`config.mk`:
```
export PLATFORM = sky130hd
export DESIGN_NAME = can_tx_scheduler
export DESIGN_NICKNAME = d
export VERILOG_FILES = /design/src/rtl/can_tx_scheduler.sv
export SDC_FILE = /design/constraint.sdc
export NUM_CORES = 1
export LEC_CHECK = 0
export ABC_AREA = 1
export CAP_MARGIN = 30
export CORE_AREA = 4 4 177 213
export CTS_BUF_LIST = sky130_fd_sc_hd__clkbuf_16
export CTS_CLUSTER_SIZE = 25
export DETAILED_ROUTE_END_ITERATION = 8
export DIE_AREA = 0 0 181 217
export GPL_TIMING_DRIVEN = 0
export PLACE_DENSITY = 0.81
export SLEW_MARGIN = 20
export SYNTH_ARGS = -nofsm -noshare
export SYNTH_HDL_FRONTEND = slang
export SYNTH_SLANG_ARGS = --single-unit
```
`constraint.sdc`:
```
create_clock -name clk -period 7.6 [get_ports clk]
set_clock_uncertainty 0.05 [all_clocks]
set_input_delay 0.76 -clock clk [delete_from_list [all_inputs] [get_ports clk]]
set_output_delay 0.76 -clock clk [all_outputs]
set_load 0.03 [all_outputs]
```
`src/rtl/can_tx_scheduler.sv`:
```
// CAN transmit mailbox scheduler: holds NUM_MB frames, launches the lowest
// ID first, and sequences the TX engine through launch, frame and IFS.
// Ports:
//   clk, rst (async, active-low), baud_tick (one pulse per CAN bit)
//   mb_wr/mb_wr_id/mb_wr_data : mailbox load; mb_abort : cancel per mailbox
//   tx_active/frame_done/arb_lost : TX engine status
//   tx_send/tx_address/tx_data/cur_mb : launch request and selected frame
//   mb_pending : unsent frames; mb_done/mb_fail/wr_err : one-clk pulses
//   busy : scheduler not idle
module can_tx_scheduler #(
    parameter int NUM_MB        = 4,
    parameter int RETRY_MAX     = 7,
    parameter int IFS_BITS      = 3,
    parameter int START_TIMEOUT = 16
) (
    input  logic              clk,
    input  logic              rst,
    input  logic              baud_tick,
    input  logic [NUM_MB-1:0] mb_wr,
    input  logic [10:0]       mb_wr_id,
    input  logic [63:0]       mb_wr_data,
    input  logic [NUM_MB-1:0] mb_abort,
    input  logic              tx_active,
    input  logic              frame_done,
    input  logic              arb_lost,
    output logic              tx_send,
    output logic [10:0]       tx_address,
    output logic [63:0]       tx_data,
    output logic [2:0]        cur_mb,
    output logic [NUM_MB-1:0] mb_pending,
    output logic [NUM_MB-1:0] mb_done,
    output logic [NUM_MB-1:0] mb_fail,
    output logic              wr_err,
    output logic              busy
);

    typedef enum logic [2:0] {
        S_IDLE, S_SELECT, S_LAUNCH, S_BUSY, S_IFS
    } state_t;

    localparam logic [7:0] TO_LAST  = 8'(START_TIMEOUT - 1);
    localparam logic [7:0] IFS_LAST = 8'(IFS_BITS - 1);
    localparam logic [3:0] RMAX4    = 4'(RETRY_MAX);

    state_t state, state_nxt;

    logic [10:0] id_q    [NUM_MB];
    logic [63:0] data_q  [NUM_MB];
    logic [3:0]  retry_q [NUM_MB];
    logic [7:0]  cnt;
    logic        abort_lat;

    logic              cnt_clr, cnt_inc;
    logic              fin_done, fin_fail, fin_retry;
    logic              in_flight, abort_eff;
    logic [NUM_MB-1:0] cur_oh, elig;
    logic              sel_ok;
    logic [2:0]        sel_idx;
    logic [10:0]       sel_id;
    logic [63:0]       sel_data;

    assign tx_send   = (state == S_LAUNCH);
    assign busy      = (state != S_IDLE);
    assign in_flight = (state == S_LAUNCH) || (state == S_BUSY);
    assign abort_eff = abort_lat || |(mb_abort & cur_oh);

    // Mailboxes being written or aborted this cycle sit out the selection;
    // if nothing is left the FSM drops back to IDLE and re-evaluates.
    always_comb begin
        elig     = mb_pending & ~mb_abort & ~mb_wr;
        sel_ok   = 1'b0;
        sel_idx  = '0;
        sel_id   = '1;
        sel_data = '0;
        for (int i = 0; i < NUM_MB; i++) begin
            if (elig[i] && (!sel_ok || id_q[i] < sel_id)) begin
                sel_ok   = 1'b1;
                sel_idx  = 3'(i);
                sel_id   = id_q[i];
                sel_data = data_q[i];
            end
        end
    end

    always_comb begin
        cur_oh = '0;
        for (int i = 0; i < NUM_MB; i++)
            cur_oh[i] = in_flight && (cur_mb == 3'(i));
    end

    always_ff @(posedge clk or negedge rst) begin
        if (!rst) state <= S_IDLE;
        else      state <= state_nxt;
    end

    always_comb begin
        state_nxt = state;
        cnt_clr   = 1'b0;
        cnt_inc   = 1'b0;
        fin_done  = 1'b0;
        fin_fail  = 1'b0;
        fin_retry = 1'b0;
        unique case (state)
            S_IDLE: begin
                if (|mb_pending && !tx_active)
                    state_nxt = S_SELECT;
            end
            S_SELECT: begin
                cnt_clr   = 1'b1;
                state_nxt = sel_ok ? S_LAUNCH : S_IDLE;
            end
            S_LAUNCH: begin
                if (tx_active) begin
                    state_nxt = S_BUSY;
                end else if (baud_tick) begin
                    if (cnt == TO_LAST) begin
                        fin_fail  = 1'b1;
                        cnt_clr   = 1'b1;
                        state_nxt = S_IFS;
                    end else begin
                        cnt_inc = 1'b1;
                    end
                end
            end
            S_BUSY: begin
                cnt_clr = 1'b1;
                if (frame_done) begin
                    fin_done  = 1'b1;
                    state_nxt = S_IFS;
                end else if (arb_lost) begin
                    fin_retry = 1'b1;
                    state_nxt = S_IFS;
                end
            end
            S_IFS: begin
                // spacing only counts once the bus is released
                if (tx_active) begin
                    cnt_clr = 1'b1;
                end else if (baud_tick) begin
                    if (cnt == IFS_LAST) state_nxt = S_IDLE;
                    else                 cnt_inc   = 1'b1;
                end
            end
            default: state_nxt = S_IDLE;
        endcase
    end

    always_ff @(posedge clk or negedge rst) begin
        if (!rst) begin
            tx_address <= '0;
            tx_data    <= '0;
            cur_mb     <= '0;
            mb_pending <= '0;
            mb_done    <= '0;
            mb_fail    <= '0;
            wr_err     <= 1'b0;
            cnt        <= '0;
            abort_lat  <= 1'b0;
            for (int i = 0; i < NUM_MB; i++) begin
                id_q[i]    <= '0;
                data_q[i]  <= '0;
                retry_q[i] <= '0;
            end
        end else begin
            mb_done <= '0;
            mb_fail <= '0;
            wr_err  <= 1'b0;

            if (state == S_SELECT && sel_ok) begin
                tx_address <= sel_id;
                tx_data    <= sel_data;
                cur_mb     <= sel_idx;
            end

            if (cnt_clr)      cnt <= '0;
            else if (cnt_inc) cnt <= cnt + 8'd1;

            if (state == S_SELECT)      abort_lat <= 1'b0;
            else if (|(mb_abort & cur_oh)) abort_lat <= 1'b1;

            for (int i = 0; i < NUM_MB; i++) begin
                if (mb_abort[i]) begin
                    if (mb_wr[i]) wr_err <= 1'b1;
                    if (!cur_oh[i]) begin
                        mb_pending[i] <= 1'b0;
                        mb_fail[i]    <= mb_pending[i];
                    end
                end else if (mb_wr[i]) begin
                    if (cur_oh[i]) begin
                        wr_err <= 1'b1;
                    end else begin
                        id_q[i]       <= mb_wr_id;
                        data_q[i]     <= mb_wr_data;
                        mb_pending[i] <= 1'b1;
                        retry_q[i]    <= '0;
                    end
                end
                if (cur_oh[i]) begin
                    if (fin_done) begin
                        mb_pending[i] <= 1'b0;
                        mb_done[i]    <= 1'b1;
                    end
                    if (fin_fail) begin
                        mb_pending[i] <= 1'b0;
                        mb_fail[i]    <= 1'b1;
                    end
                    if (fin_retry) begin
                        if (retry_q[i] != 4'hF)
                            retry_q[i] <= retry_q[i] + 4'd1;
                        if (abort_eff || (retry_q[i] + 4'd1) == RMAX4) begin
                            mb_pending[i] <= 1'b0;
                            mb_fail[i]    <= 1'b1;
                        end
                    end
                end
            end
        end
    end

endmodule

```
Yosys cells after proc, flatten, opt, wreduce, memory -nomap -nowiden
Index checks and enable logic that the tools add are counted.
Widths: inputs -> output; s select.
- bits in writable memories: 0
- memories kept: 0
- memory bits (read-only): 0
- bits in latches: 0
- flip-flop bits (word level): 419
- bits of input ports: 89
- output and inout bits: 93
- shift-type cells: 0
- divide/modulo/power cells: 0
- muxes and demuxes: 153
- bitwise gates (word level): 13
- $add $sub $neg: 5
- reductions and logical operators: 35
- $lt $le $gt $ge: 3
- eq/ne operators: 24
- multipliers: 0
- operators by type and width (cell ; count):
    $mux 64 ; 4
    $mux 1 ; 104
    $mux 4 ; 24
    $mux 11 ; 4
    $lt 11x11->1 ; 3
    $mux 3 ; 11
    $add 4x1->4 const B ; 4
    $eq 4x3->1 const B ; 4
    $mux 8 ; 2
    $ne 4x4->1 const B ; 4
    $pmux 3 s5 ; 1
    $and 4x4->4 ; 3
    $eq 3x2->1 const B ; 4
    $reduce_and 3->1 ; 4
    $logic_and 1x1->1 ; 9
    $logic_or 1x1->1 ; 9
    $add 8x1->8 const B ; 1
    $eq 8x2->1 const B ; 1
    $eq 8x4->1 const B ; 1
    $ne 2x2->1 const B ; 4
    $not 1->1 ; 8
    $not 4->4 ; 2
    $reduce_or 4->1 ; 2
    $reduce_and 7->1 ; 1
    other kinds (12) ; 19

Depth between registers and ports, before layout
- depth after elaboration: 18
- mapped depth: 48
- gate-level depth less buffers: 41

Worst setup path before layout
OpenSTA, ideal clock, no wires.
- path kind: input-to-reg
- from: input port mb_abort[0]
- to: register tx_data[43]
- setup time: 0.118 ns
- arrival: 5.503 ns
- setup slack: 1.929 ns
- stages on the path: 41
- required time: 7.432 ns
- path buffers: 7
- cells stage by stage: inv_2 > nand3_2 > buf_4 > nor2_1 > ha_1 > nand4_1 > inv_1 > nand2_1 > a21oi_1 > nand3_1 > nand3_1 > nand2_1 > nand2_2 > clkbuf_1 > clkbuf_1 > o21ai_0 > ha_1 > nand2_1 > [... 5 more ...] > nand2_1 > nand2_2 > buf_2 > buf_2 > nand2_1 > o21ai_0 > ha_1 > a21oi_1 > nor2_1 > a211oi_1 > o221a_2 > nand2_1 > nand2_2 > buf_4 > buf_2 > nand3_1 > nand3_1 > nand2_1
- longest elaborated chain between the ends: 17
- elaborated cells on any way between the ends: 27
- ends and longest elaborated chain (element ; RTL line ; text):
    start, declared ; 22 ; input logic [NUM_MB-1:0] mb_abort,
    $not 4->4 * ; 70 ; elig = mb_pending & ~mb_abort & ~mb_wr;
    $and 4x4->4 * (2 in series) ; 70 ;
    $mux 11 / $mux 1 (equally long branches) ; 76 ; if (elig[i] && (!sel_ok || id_q[i] < sel_id)) begin
    $lt 11x11->1 / $logic_not 1->1 (equally long branches) ; 76 ;
    $logic_or 1x1->1 ; 76 ;
    $logic_and 1x1->1 ; 76 ;
    $mux 11 / $mux 1 (equally long branches) ; 76 ;
    $lt 11x11->1 / $logic_not 1->1 (equally long branches) ; 76 ;
    $logic_or 1x1->1 ; 76 ;
    $logic_and 1x1->1 ; 76 ;
    $mux 11 / $mux 1 (equally long branches) ; 76 ;
    $lt 11x11->1 / $logic_not 1->1 (equally long branches) ; 76 ;
    $logic_or 1x1->1 ; 76 ;
    $logic_and 1x1->1 ; 76 ;
    $mux 1 ; 76 ;
    $logic_and 1x1->1 ; 169 ; if (state == S_SELECT && sel_ok) begin
    end signal, assigned ; 171 ; tx_data <= sel_data;
    end, declared ; 28 ; output logic [63:0] tx_data,
Mark *: on every way between the ends. The rest lies on a longest branch, timed or not.
A chain may end at the register's enable or synchronous reset.

Final worst setup path
- from: input port mb_abort[0]
- to: register tx_data[44]
The elaborated chain is that of the path after synthesis.

==> summary.md <==
| Metric | Value |
|---|---|
| RR Startpoint | `mb_pending[0]$_DFF_PN0_` |
| Final worst path period share | `94.5%` |
| Sw frac | `34.8%` |
| Final Hold Slack | `0.0680 ns` |
| Worst-Skew Late Latency | `0.55 ns` |
| Type of origin of the critical path | `input port` |
| First-pass GRT wire length | `89600 um` |
| Dpl cell area | `21900 um^2` |
| Initial antenna violation count | `0` |
| R2R Setup Slk | `0.78 ns` |
| I/O Buffers | `180` |
| Remaining global-route overflow | `0` |
| Final HPWL DP | `between 30000 and 40000 um` |
| Primary FF master, synth | `dfrtp_1` |
| Cell count after synthesis | `2368` |
| Reg power frac | `42.0%` |
| Sw power | `2.55 mW` |
| Cells on worst reg2reg path | `35` |
| # clock sinks | `418` |
| Max FO, Critical Path | `12` |
| Register bit total from synthesis | `418` |
| CP most frequent cell | `nand2_1` |
| Fin crit period | `7.18 ns` |
| Layout area overhead | `20.4%` |
| Post-CTS setup buffers | `0` |
| Synth top area share | `54.1%` |
| Run status | `finished clean` |
| Avg Cell Area, Syn | `8.16 um^2` |
| Total GRT Usage | `27.7%` |
| Clock power share | `about 29%` |
| CTS tree | `built` |
| Via count | `17800` |
| Power Density | `315 nW/um^2` |
| Number of synthesized flops with an enable pin | `0` |
| Final Cell Area | `23300 um^2` |
| Antenna diode count | `0` |
| Combinational power share | `29.3%` |
| Die H | `approximately 220 um` |
| IO Pins | `between 150 and 200` |
| Die X | `between 150 and 200 um` |
| Core Area | `around 36000 um^2` |
| Final setup violation count | `0` |
| Post-CTS Resized | `1` |
| Final #Nets | `2724` |
| Drt wl/cell | `17.9 um` |
| Register area share after synthesis | `a little over half` |
| RSZ-0062 raised after global routing | `no` |
| Most frequent cell after synthesis | `nand2_1` |
| Asr flop ratio synth | `100%` |
| Drt pass-1 iters | `6` |
| Final worst setup slack | `0.418 ns` |
| DR iter-0 viols | `1910` |
| Yosys warns | `0` |
| Static Leak | `between 10 and 15 nW` |
| Hold buffer count at cts | `0` |
| DRC | `0` |
| Largest area contributor in the netlist | `dfrtp_1` |
| Vias/cell | `5.73` |
| Place WS | `-0.850 ns` |
| Starting Density | `54.2%` |
| Die area | `39300 um^2` |
| Post-Route WL | `55400 um` |
| Final Core Density | `65.2%` |
| Htree depth | `2` |
| Max clock buf depth | `3` |
| FMAX | `~0.14 GHz` |
| Critical R2R Capture | `tx_data[44]$_DFFE_PN0P_` |
| WP data required | `7.99 ns` |
| Critical path destination | `tx_data[44]$_DFFE_PN0P_` |
| Post-route ant nets | `0` |
| Slew of the pin with the lowest slew margin | `1.00 ns` |
| Endpoints failing hold | `0` |
| Worst setup EP type | `register` |
| Net Count, Synth | `2494` |
| Worst Path Arrival | `7.57 ns` |
| Slowest cell delay on critical path | `0.44 ns` |
| Slew headroom | `33.3%` |
| Internal | `4.78 mW` |
| CP Launch Point | `mb_abort[0]` |
| Layout cells sized above 1 | `3.84%` |
| Max Cap Violations | `0` |
| Synth cell count leaders | `nand2_1, o21ai_0, dfrtp_1` |
| Synth area leaders | `dfrtp_1, o21ai_0, nand2_1` |
| GPL Wtd Cong | `~0.92` |
| Largest net degree at the start of global routing | `103` |
| Number of global-route vias before repair | `17700` |
| Type of the tightest min-delay check | `input port to asynchronous set/reset pin` |
| Mapped cell area | `a little under 20000 um^2` |
| Clock Pin Slew Worst Setup and Hold Paths | `0.06 ns` |
| Slew Viols, Final | `0` |
| Row cnt | `76` |
| Kind of critical path | `input port to register` |
| Total CTS buffers | `41` |
| Synth unique cells | `39` |
| CTS root buffer | `clkbuf_16` |
| Worst path slowest cell | `clkdlybuf4s50_1` |
| IR drop worst, VDD | `0.000199 V` |
## critical path: cells and delay by family
kind	cells	cell delay [ns]
AO/OA/AOI/OAI	6	1.17
AND/OR/NAND/NOR	20	2.63
buffers and inverters	8	2.03
adder cells (fa/ha/maj)	3	0.95
## how the worst min path moves through the flow
stage                                  startpoint                         to  slack, ns  depth (start not counted)
after floorplan                cnt[7]$_DFFE_PN0P_         cnt[7]$_DFFE_PN0P_       0.39                          1
after global placement         cnt[7]$_DFFE_PN0P_         cnt[7]$_DFFE_PN0P_       0.41                          1
after detailed placement  tx_data[61]$_DFFE_PN0P_    tx_data[61]$_DFFE_PN0P_       0.42                          2
after CTS                                     rst  tx_address[4]$_DFFE_PN0P_       0.08                          1
after global routing                          rst       id_q[14]$_DFFE_PN0P_       0.11                          1
final                                         rst  tx_address[4]$_DFFE_PN0P_       0.07                          1
## power by group through the flow
stage	clock [mW]	sequential (mW)	combinational, mW
global route	2.21	3.14	2.36
global placement	0	3.09	2.06
CTS	2.11	3.07	2.15
detailed placement	0	3.10	2.13
finish	2.10	3.08	2.15
floorplan	0	3.44	0.885
## kinds of logic (layout without fill, tap and decap cells)
logic type	Yosys count	count (layout)	share of synthesized area [%]
simple gates	946	946	19.9
other cells	1	1	0.0194
flops	418	418	54.1
fa+ha+maj	37	37	2.40
buf+inv	368	629	7.48
compound gates	593	593	15.8
xor+xnor	5	5	0.227
## layout make-up
type	count	area (um^2)
Buffer	146	621
Inverter	221	830
Clock buffer	43	1080
Clock inverter	31	294
Timing Repair Buffer	188	1970
Sequential cell	418	10500
Tap cell	468	586
Fill cell	2888	12400
Multi-Input combinational cell	1582	7430
## flip-flops by register name, indices dropped and copies added (netlist names)
| name | flops |
|---|---|
| data_q | 256 |
| mb_done | 4 |
| retry_q | 16 |
| wr_err | 1 |
| tx_address | 11 |
| state | 3 |
| cnt | 8 |
| mb_fail | 4 |
| id_q | 44 |
| cur_mb | 2 |
| abort_lat | 1 |
| mb_pending | 4 |
| tx_data | 64 |
## cells in the final DEF (no fill, tap or decap), types with 2 or more instances in the layout
cell             count
clkinv_2             6
a211oi_1             2
nor2_1             121
inv_1              224
buf_4                7
buf_6                5
clkbuf_4             2
o22ai_1              6
a21o_1               4
xor2_1               5
a41oi_1              4
nor3b_1              4
ha_1                37
buf_2                9
nand2_1            610
inv_2                3
o21ai_0            473
nand3_1            180
bufinv_16            6
nand4_1              8
buf_8                3
clkinvlp_4           2
o21bai_1             2
buf_1                6
a21oi_1             87
clkbuf_16           43
dfrtp_1            418
clkbuf_1           118
nand2_2              3
o21a_1               2
buf_16               4
clkinv_1            10
clkdlybuf4s50_1    179
a31oi_1              3
nor3_1              16
## metrics by stage
step                      power (mW)  setup TNS (ns)  cells
final                           7.33               0   3097
after global routing            7.71               0   3097
after CTS                       7.33               0   3095
after detailed placement        5.23          -54.04   3022
after global placement          5.15        -4945.60   3016
after floorplan                 4.32               0   2368
## metal layers
layer,vias to the layer above,global-route usage (%),part of all wire (%)
met3,189,5.28,7.6
met5,-,0,0
met4,0,14.2,5.4
met1,8606,35.4,39
met2,782,45.5,48
li1,8175,-,-
Power figures use the tool's default switching activity.
